### config.mk
export PLATFORM = sky130hd
export DESIGN_NAME = muller_c_seq
export DESIGN_NICKNAME = d
export VERILOG_FILES = /design/src/rtl/muller_c_seq.sv
export SDC_FILE = /design/constraint.sdc
export NUM_CORES = 1
export LEC_CHECK = 0
export CAP_MARGIN = 0
export CORE_ASPECT_RATIO = 1.4
export CORE_MARGIN = 2
export CORE_UTILIZATION = 59
export DETAILED_ROUTE_END_ITERATION = 10
export GPL_ROUTABILITY_DRIVEN = 1
export PLACE_DENSITY = 0.84
export SETUP_SLACK_MARGIN = 0.2
export SKIP_CTS_REPAIR_TIMING = 1
export SLEW_MARGIN = 25
export SYNTH_ARGS = -nofsm -noshare
export SYNTH_HDL_FRONTEND = slang
export SYNTH_SLANG_ARGS = --single-unit
### constraint.sdc
create_clock -name wb_clk_i -period 4.2 [get_ports wb_clk_i]
set_input_delay 0.84 -clock wb_clk_i [delete_from_list [all_inputs] [get_ports wb_clk_i]]
set_output_delay 0.84 -clock wb_clk_i [all_outputs]
set_load 0.05 [all_outputs]
### src/rtl/muller_c_seq.sv
// Synchronous four-phase exerciser for a single Muller C-element: drives the
// inputs, watches the synchronized output, and tallies transition/hold checks.
`timescale 1ns/1ps
module muller_c_seq #(
    parameter int N_IN        = 2,
    parameter int SYNC_STAGES = 2,
    parameter int TMO_W       = 8,
    parameter int CNT_W       = 8
) (
    input  logic             wb_clk_i,
    input  logic             wb_rst_i,
    input  logic             start_i,
    input  logic [CNT_W-1:0] iter_i,
    input  logic [TMO_W-1:0] tmo_i,
    output logic [N_IN-1:0]  c_in_o,
    input  logic             c_out_i,
    output logic             busy_o,
    output logic             done_o,
    output logic             err_o,
    output logic [CNT_W-1:0] pass_cnt_o,
    output logic [CNT_W-1:0] fail_cnt_o
);
    localparam int K_W = (N_IN > 1) ? $clog2(N_IN) : 1;

    typedef enum logic [2:0] {IDLE, W_HI, H_HI, W_LO, H_LO, DONE} state_t;

    state_t                 state_q, state_d;
    logic [N_IN-1:0]        c_in_q, c_in_d;
    logic                   busy_q, busy_d;
    logic                   done_q, done_d;
    logic                   err_q, err_d;
    logic [CNT_W-1:0]       pass_q, pass_d;
    logic [CNT_W-1:0]       fail_q, fail_d;
    logic [CNT_W-1:0]       iter_q, iter_d;
    logic [TMO_W-1:0]       tmo_q, tmo_d;
    logic [TMO_W-1:0]       t_q, t_d;
    logic [K_W-1:0]         k_q, k_d;
    logic                   bad_q, bad_d;
    logic [SYNC_STAGES-1:0] sync_q;
    logic [N_IN-1:0]        k_sel;
    logic                   y_s;
    logic                   pass_ev, fail_ev, clear;

    assign y_s = sync_q[SYNC_STAGES-1];

    // The mixed vectors are only entered from a W_ state, so k is stable there.
    for (genvar gi = 0; gi < N_IN; gi++) begin : g_sel
        assign k_sel[gi] = (k_q == K_W'(gi));
    end

    always_ff @(posedge wb_clk_i) begin
        if (wb_rst_i) begin
            state_q <= IDLE;
            c_in_q  <= '0;
            busy_q  <= 1'b0;
            done_q  <= 1'b0;
            err_q   <= 1'b0;
            pass_q  <= '0;
            fail_q  <= '0;
            iter_q  <= '0;
            tmo_q   <= '0;
            t_q     <= '0;
            k_q     <= '0;
            bad_q   <= 1'b0;
            sync_q  <= '0;
        end else begin
            state_q <= state_d;
            c_in_q  <= c_in_d;
            busy_q  <= busy_d;
            done_q  <= done_d;
            err_q   <= err_d;
            pass_q  <= pass_d;
            fail_q  <= fail_d;
            iter_q  <= iter_d;
            tmo_q   <= tmo_d;
            t_q     <= t_d;
            k_q     <= k_d;
            bad_q   <= bad_d;
            sync_q  <= {sync_q[SYNC_STAGES-2:0], c_out_i};
        end
    end

    always_comb begin
        state_d = state_q;
        c_in_d  = c_in_q;
        busy_d  = busy_q;
        done_d  = 1'b0;
        err_d   = err_q;
        pass_d  = pass_q;
        fail_d  = fail_q;
        iter_d  = iter_q;
        tmo_d   = tmo_q;
        k_d     = k_q;
        t_d     = t_q + 1'b1;
        bad_d   = bad_q;
        pass_ev = 1'b0;
        fail_ev = 1'b0;
        clear   = 1'b0;

        case (state_q)
            IDLE: begin
                t_d = '0;
                if (start_i) begin
                    iter_d  = iter_i;
                    tmo_d   = (tmo_i == '0) ? TMO_W'(1) : tmo_i;
                    clear   = 1'b1;
                    k_d     = '0;
                    busy_d  = 1'b1;
                    state_d = (iter_i == '0) ? DONE : W_HI;
                end
            end
            W_HI: begin
                if (y_s) begin
                    pass_ev = 1'b1;
                    state_d = H_HI;
                end else if (t_q == tmo_q) begin
                    fail_ev = 1'b1;
                    state_d = H_HI;
                end
            end
            H_HI: begin
                bad_d = bad_q | ~y_s;
                if (t_q == tmo_q - 1'b1) begin
                    fail_ev = bad_d;
                    pass_ev = ~bad_d;
                    state_d = W_LO;
                end
            end
            W_LO: begin
                if (!y_s) begin
                    pass_ev = 1'b1;
                    state_d = H_LO;
                end else if (t_q == tmo_q) begin
                    fail_ev = 1'b1;
                    state_d = H_LO;
                end
            end
            H_LO: begin
                bad_d = bad_q | y_s;
                if (t_q == tmo_q - 1'b1) begin
                    fail_ev = bad_d;
                    pass_ev = ~bad_d;
                    iter_d  = iter_q - 1'b1;
                    k_d     = (k_q == K_W'(N_IN - 1)) ? '0 : k_q + 1'b1;
                    state_d = (iter_q == CNT_W'(1)) ? DONE : W_HI;
                end
            end
            DONE: begin
                done_d  = 1'b1;
                busy_d  = 1'b0;
                state_d = IDLE;
            end
            default: state_d = IDLE;
        endcase

        // Entry actions: load the phase vector, restart timer and hold monitor.
        if (state_d != state_q) begin
            t_d   = '0;
            bad_d = 1'b0;
            case (state_d)
                W_HI:    c_in_d = '1;
                H_HI:    c_in_d = ~k_sel;
                W_LO:    c_in_d = '0;
                H_LO:    c_in_d = k_sel;
                default: c_in_d = '0;
            endcase
        end

        if (clear) begin
            pass_d = '0;
            fail_d = '0;
            err_d  = 1'b0;
        end
        if (pass_ev && (pass_q != '1)) pass_d = pass_q + 1'b1;
        if (fail_ev) begin
            err_d = 1'b1;
            if (fail_q != '1) fail_d = fail_q + 1'b1;
        end
    end

    assign c_in_o     = c_in_q;
    assign busy_o     = busy_q;
    assign done_o     = done_q;
    assign err_o      = err_q;
    assign pass_cnt_o = pass_q;
    assign fail_cnt_o = fail_q;
endmodule
Word-level counts from Yosys, hierarchy flattened
Index checks and enable logic that the tools add are counted.
{ "classes": {"n_addsub": 6, "n_eq_ne": 16, "n_mux": 43, "bitwise": 7, "n_reduce_logical": 14} }
{ "op_table": {"columns": ["cell", "count"], "rows": [
  ["$mux W8", 8],
  ["$mux W3", 9],
  ["$add A8 B1 Y8 const B", 3],
  ["$mux W1", 18],
  ["$eq A8 B8 Y1", 2],
  ["$logic_not A8 Y1", 2],
  ["$ne A8 B8 Y1 const B", 2],
  ["$pmux W8 S2", 1],
  ["$sub A8 B1 Y8 const B", 2],
  ["$pmux W3 S5", 1],
  ["$reduce_bool A2 Y1", 5],
  ["$eq A3 B2 Y1 const B", 3],
  ["$eq A3 B3 Y1 const B", 3],
  ["$eq A8 B1 Y1 const B", 1],
  ["$pmux W1 S4", 2],
  ["$eq A3 B1 Y1 const B", 2],
  ["$pmux W1 S2", 3],
  ["$pmux W2 S3", 1],
  ["$ne A2 B2 Y1 const B", 2],
  ["$not A1 Y1", 4],
  ["$reduce_and A2 Y1", 2],
  ["$logic_not A3 Y1", 1],
  ["$ne A3 B3 Y1", 1],
  ["$reduce_and A3 Y1", 1],
  ["6 further kinds", 7]
]} }
{ "totals": {"reg_bits": 52, "input_bits": 20, "output_inout_bits": 21, "wordCells": 99} }

Logic depth before layout (Yosys ltp)
{ "depth": {"word_depth": 7, "depth_mapped": 11, "ltp_nobuf": 10} }

Worst setup path before layout
No wires, ideal clock.
{ "synth_path": {"kind": "flip-flop to flip-flop", "from": "reg tmo_q[0]", "to": "reg t_q[0]", "setup_ns": 0.137, "arrival_time_ns": 2.340, "required_time_ns": 4.063, "setup_slack_ns": 1.723, "path_stages_with_launch": 11, "path_buffers": 0, "synth_period_minus_slack_ns": 2.477, "path_cell_list": "dfxtp_1 inv_1 ha_1 and2_1 o21ai_0 a31oi_1 nor3_1 o21ai_1 maj3_1 a21oi_1 nor3b_1"} }
{ "synth_via": {"elab_chain_cells": 6, "elab_cells_between_ends": 12, "cone_classes": "1 x add/sub; 3 x eq/ne; 7 x mux; 1 x reduce/logical"} }
{ "synth_lines": {"columns": ["element", "line", "rtl"], "rows": [
  ["from (decl)", "35", "logic [TMO_W-1:0] tmo_q, tmo_d;"],
  ["from (signal assigned)", "75", "tmo_q <= tmo_d;"],
  ["$sub A8 B1 Y8 or $eq A8 B8 Y1 (tied branches)", null, null],
  ["$eq A8 B8 Y1, or another cell as far along", "123, 140", null],
  ["$mux W3, on equally long branches", null, null],
  ["$pmux W3 S5 *", "100", "case (state_q)"],
  ["$ne A3 B3 Y1 *", "157", "if (state_d != state_q) begin"],
  ["$reduce_or A3 Y1 (no source line) *", null, null],
  ["to (signal assigned)", "76", "t_q <= t_d;"],
  ["to (decl)", "36", "logic [TMO_W-1:0] t_q, t_d;"]
]} }
Mark *: on every way between the ends. The rest lies on a longest branch, timed or not.
A chain may end at the register's enable or synchronous reset.

Worst setup path after layout
{ "layout_path": {"from": "reg tmo_q[0]", "to": "reg t_q[4]"} }
The elaborated chain is that of the path after synthesis.

==> run metrics <==
part of the power in registers 0.469; worst-path cell chain inv_1 -> ha_1 -> and2_1 -> nor4b_1 -> a31oi_1 -> nor3_1 -> o21ai_1 -> maj3_1 -> a21oi_1 -> nor2_1; CTS H-tree depth 2; maxcap violations 0; nets@finish 434; status complete, no violations; fraction of layout cells with a size suffix above 1 0.0538; switching share of power 0.342; vias 2890; Die X 63.9 um; largest net degree at the start of global routing 53; Tightest Hold Check Type flip-flop to flip-flop; routed wire length per instance 14.4 um; CP startpoint tmo_q[0]; die height 87.9 um; P_sw 412 uW; IO buf count 40; drt total wl ~6.8 mm; Leak 0.00123 uW; achievable clock frequency between 300 and 400 MHz; Least-Margin Pin Slew ~0.95 ns; Via density between 6 and 7; Starting Density 0.613; All-Layer GR Usage 0.255; Hold Path Origin sync_q[0]; DRC Markers 0; Post-synth EDFFs 0; async set or reset register ratio after synthesis 0; Crit Path Class flip-flop to flip-flop; Buf+Inv Stages, Crit Path 1; Yosys cell types a little under 60; root buffer cell clkbuf_8; maximum vdd drop 0.261 mV; worst setup margin 1.10 ns; dpl hpwl 4.87 mm; post-synthesis cell area 2970 um2; Startpoint Class flip-flop; pre-CTS setup slack 0.790 ns; clk slew on worst S/H paths about 0.090 ns; TNS Setup 0 ns; FP Rows 30; die area between 5000 and 6000 um2; Num CTS Buffers 5; Power Density 347 nW/um2; Finished Core Util 0.718; RSZ-0062 raised after global routing false; TritonCTS clock tree yes; clock share of power 0.246; Final Cell Area about 3500 um2; clock sinks 52; syn_nets 404; Int Power a little under 800 uW; Worst Path Arrival around 3.3 ns; Area after DPL roughly 3400 um2; DRT Pass-1 Iters 5; Max Slew Vio Count 0; synthesized flop and latch total 52; syn_area_per_cell slightly below 8 um2; # diodes 0; Final Hold Violating Endpoints 0; skew final 0.00498 ns; Crit path largest cell delay 0.52 ns; CP max FO 8; clk_lat worst skew about 0.31 ns; CP delay by family, top simple AND/OR/NAND/NOR gates; boundary pin count 41; total grt overflow 0; R2R Path Start tmo_q[0]; Most used DFF post-synth dfxtp_1; synth-to-layout area growth 17.2%; Critical Path End Type flip-flop; Period minus WS final 3.10 ns; Setup Viol. Count Final 0; fin crit share 0.738; Ys Warns 0; CTS Buffer Depth 2; Post-Syn Instances between 300 and 400; vias in the first global route 2584; Data required, critical path 4.38 ns; initial antenna violation count 0; Antenna Nets Post-Route 0; GPL Wtd Cong 0.935; register area share after synthesis 0.351; CP max stage cell a21oi_1; Gate power share 0.285; Iter 0 DRT Violations 176; core box area 4840 um2; first-pass GRT wire length between 10 and 15 mm; Slew headroom 0.364
-- Yosys cell counts (2+ instances only) --
library cell / number / area [um2]
nor2b_1: 4 / 25.0
or4_4: 2 / 22.5
ha_1: 6 / 75.1
clkbuf_1: 16 / 60.1
nor2_1: 33 / 124
nor3_1: 9 / 45.0
a221oi_1: 2 / 17.5
o311ai_0: 2 / 17.5
nand4_1: 3 / 18.8
nor4b_1: 3 / 26.3
o21ai_1: 11 / 55.1
o21a_1: 2 / 15.0
a21oi_1: 28 / 140
a31oi_1: 4 / 25.0
o32ai_1: 2 / 17.5
buf_2: 2 / 10.0
xnor2_1: 14 / 123
nand2b_1: 8 / 50.1
o22ai_1: 2 / 12.5
xor2_1: 8 / 70.1
mux2i_1: 3 / 30.0
o22a_1: 2 / 17.5
a211oi_2: 2 / 25.0
nor4_1: 7 / 43.8
o21ai_0: 12 / 60.1
o211ai_1: 7 / 52.6
or3_1: 4 / 25.0
nand3b_1: 4 / 30.0
a211oi_1: 5 / 37.5
a32oi_1: 2 / 17.5
and2_1: 2 / 12.5
nor3b_1: 7 / 52.6
dfxtp_1: 52 / 1040
nand2_1: 44 / 165
nand3_1: 17 / 85.1
and3_1: 14 / 87.6
inv_1: 12 / 45.0
-- cell type report --
type | instances | area [um2]
clock buffers | 7 | 86.3
clock inverters | 1 | 7.51
inverters | 13 | 48.8
flip-flops and latches | 52 | 1040
well taps | 64 | 80.1
fillers | 413 | 1360
multi-input cells | 294 | 1800
repair buffers | 42 | 410
-- metrics by stage --
stage / hold WS (ns) / instances / total power [uW]
floorplan: 0.414 / 378 / 821
detailed placement: 0.427 / 465 / 915
CTS: 0.450 / 473 / 1210
finish: 0.447 / 473 / 1210
global route: 0.480 / 473 / 1280
global placement: 0.425 / 465 / 907
-- metal layers --
| layer | wire (um) | vias up | global-route usage |
|---|---|---|---|
| met5 | 0 | - | 0 |
| met4 | 133 | 0 | 0.0988 |
| met3 | 255 | 14 | 0.0437 |
| met2 | 3440 | 68 | 0.433 |
| met1 | 3000 | 1381 | 0.322 |
| li1 | - | 1427 | - |
-- power by group through the flow --
stage	registers [uW]	logic, uW	clock network (uW)
final	565	344	297
after global routing	571	379	328
after CTS	564	342	303
after detailed placement	576	339	0
after global placement	574	332	0
after floorplan	590	231	0
-- layout by cell type, fill, tap and decap left out, types with 5 or more instances in the layout --
cell and count:
xnor2_1 14, o21ai_1 11, nand2_1 44, nand2b_1 8, xor2_1 8, nand3_1 17, o21ai_0 12, o211ai_1 7
clkbuf_8 6, a21oi_1 28, inv_1 12, dfxtp_1 52, clkdlybuf4s50_1 39, nor4_1 7, ha_1 6, nor2_1 33
nor3b_1 7, and3_1 14, nor3_1 9, a211oi_1 5
-- sequential cells by signal, indices dropped and copies added, names as in the netlist, 2 cells and up --
| name | flops |
|---|---|
| tmo_q | 8 |
| fail_cnt_o | 8 |
| pass_cnt_o | 8 |
| iter_q | 8 |
| state_q | 3 |
| c_in_o | 2 |
| t_q | 8 |
| sync_q | 2 |
-- worst reg2reg max path, stage by stage, from the launching register on --
cell,delay (ns)
dfxtp_1,0.36
inv_1,0.11
ha_1,0.26
and2_1,0.19
nor4b_1,0.27
a31oi_1,0.08
nor3_1,0.40
o21ai_1,0.27
maj3_1,0.40
a21oi_1,0.52
nor2_1,0.11
-- final timing paths --
check | end | slack, ns | cells past startpoint
max | t_q[4] | 1.10 | 10
min | sync_q[1] | 0.45 | 1
max reg2reg | t_q[4] | 1.10 | 10
min reg2reg | sync_q[1] | 0.45 | 1
-- cell families after synthesis --
| family | share of synthesized area |
|---|---|
| AND/OR/NAND/NOR | 0.288 |
| AO/OA/AOI/OAI | 0.212 |
| flip-flops | 0.351 |
| buffers and inverters | 0.0413 |
| XOR/XNOR | 0.0649 |
| adder cells (fa/ha/maj) | 0.0287 |
| multiplexers | 0.0139 |
(Power assumes the default switching activity.)
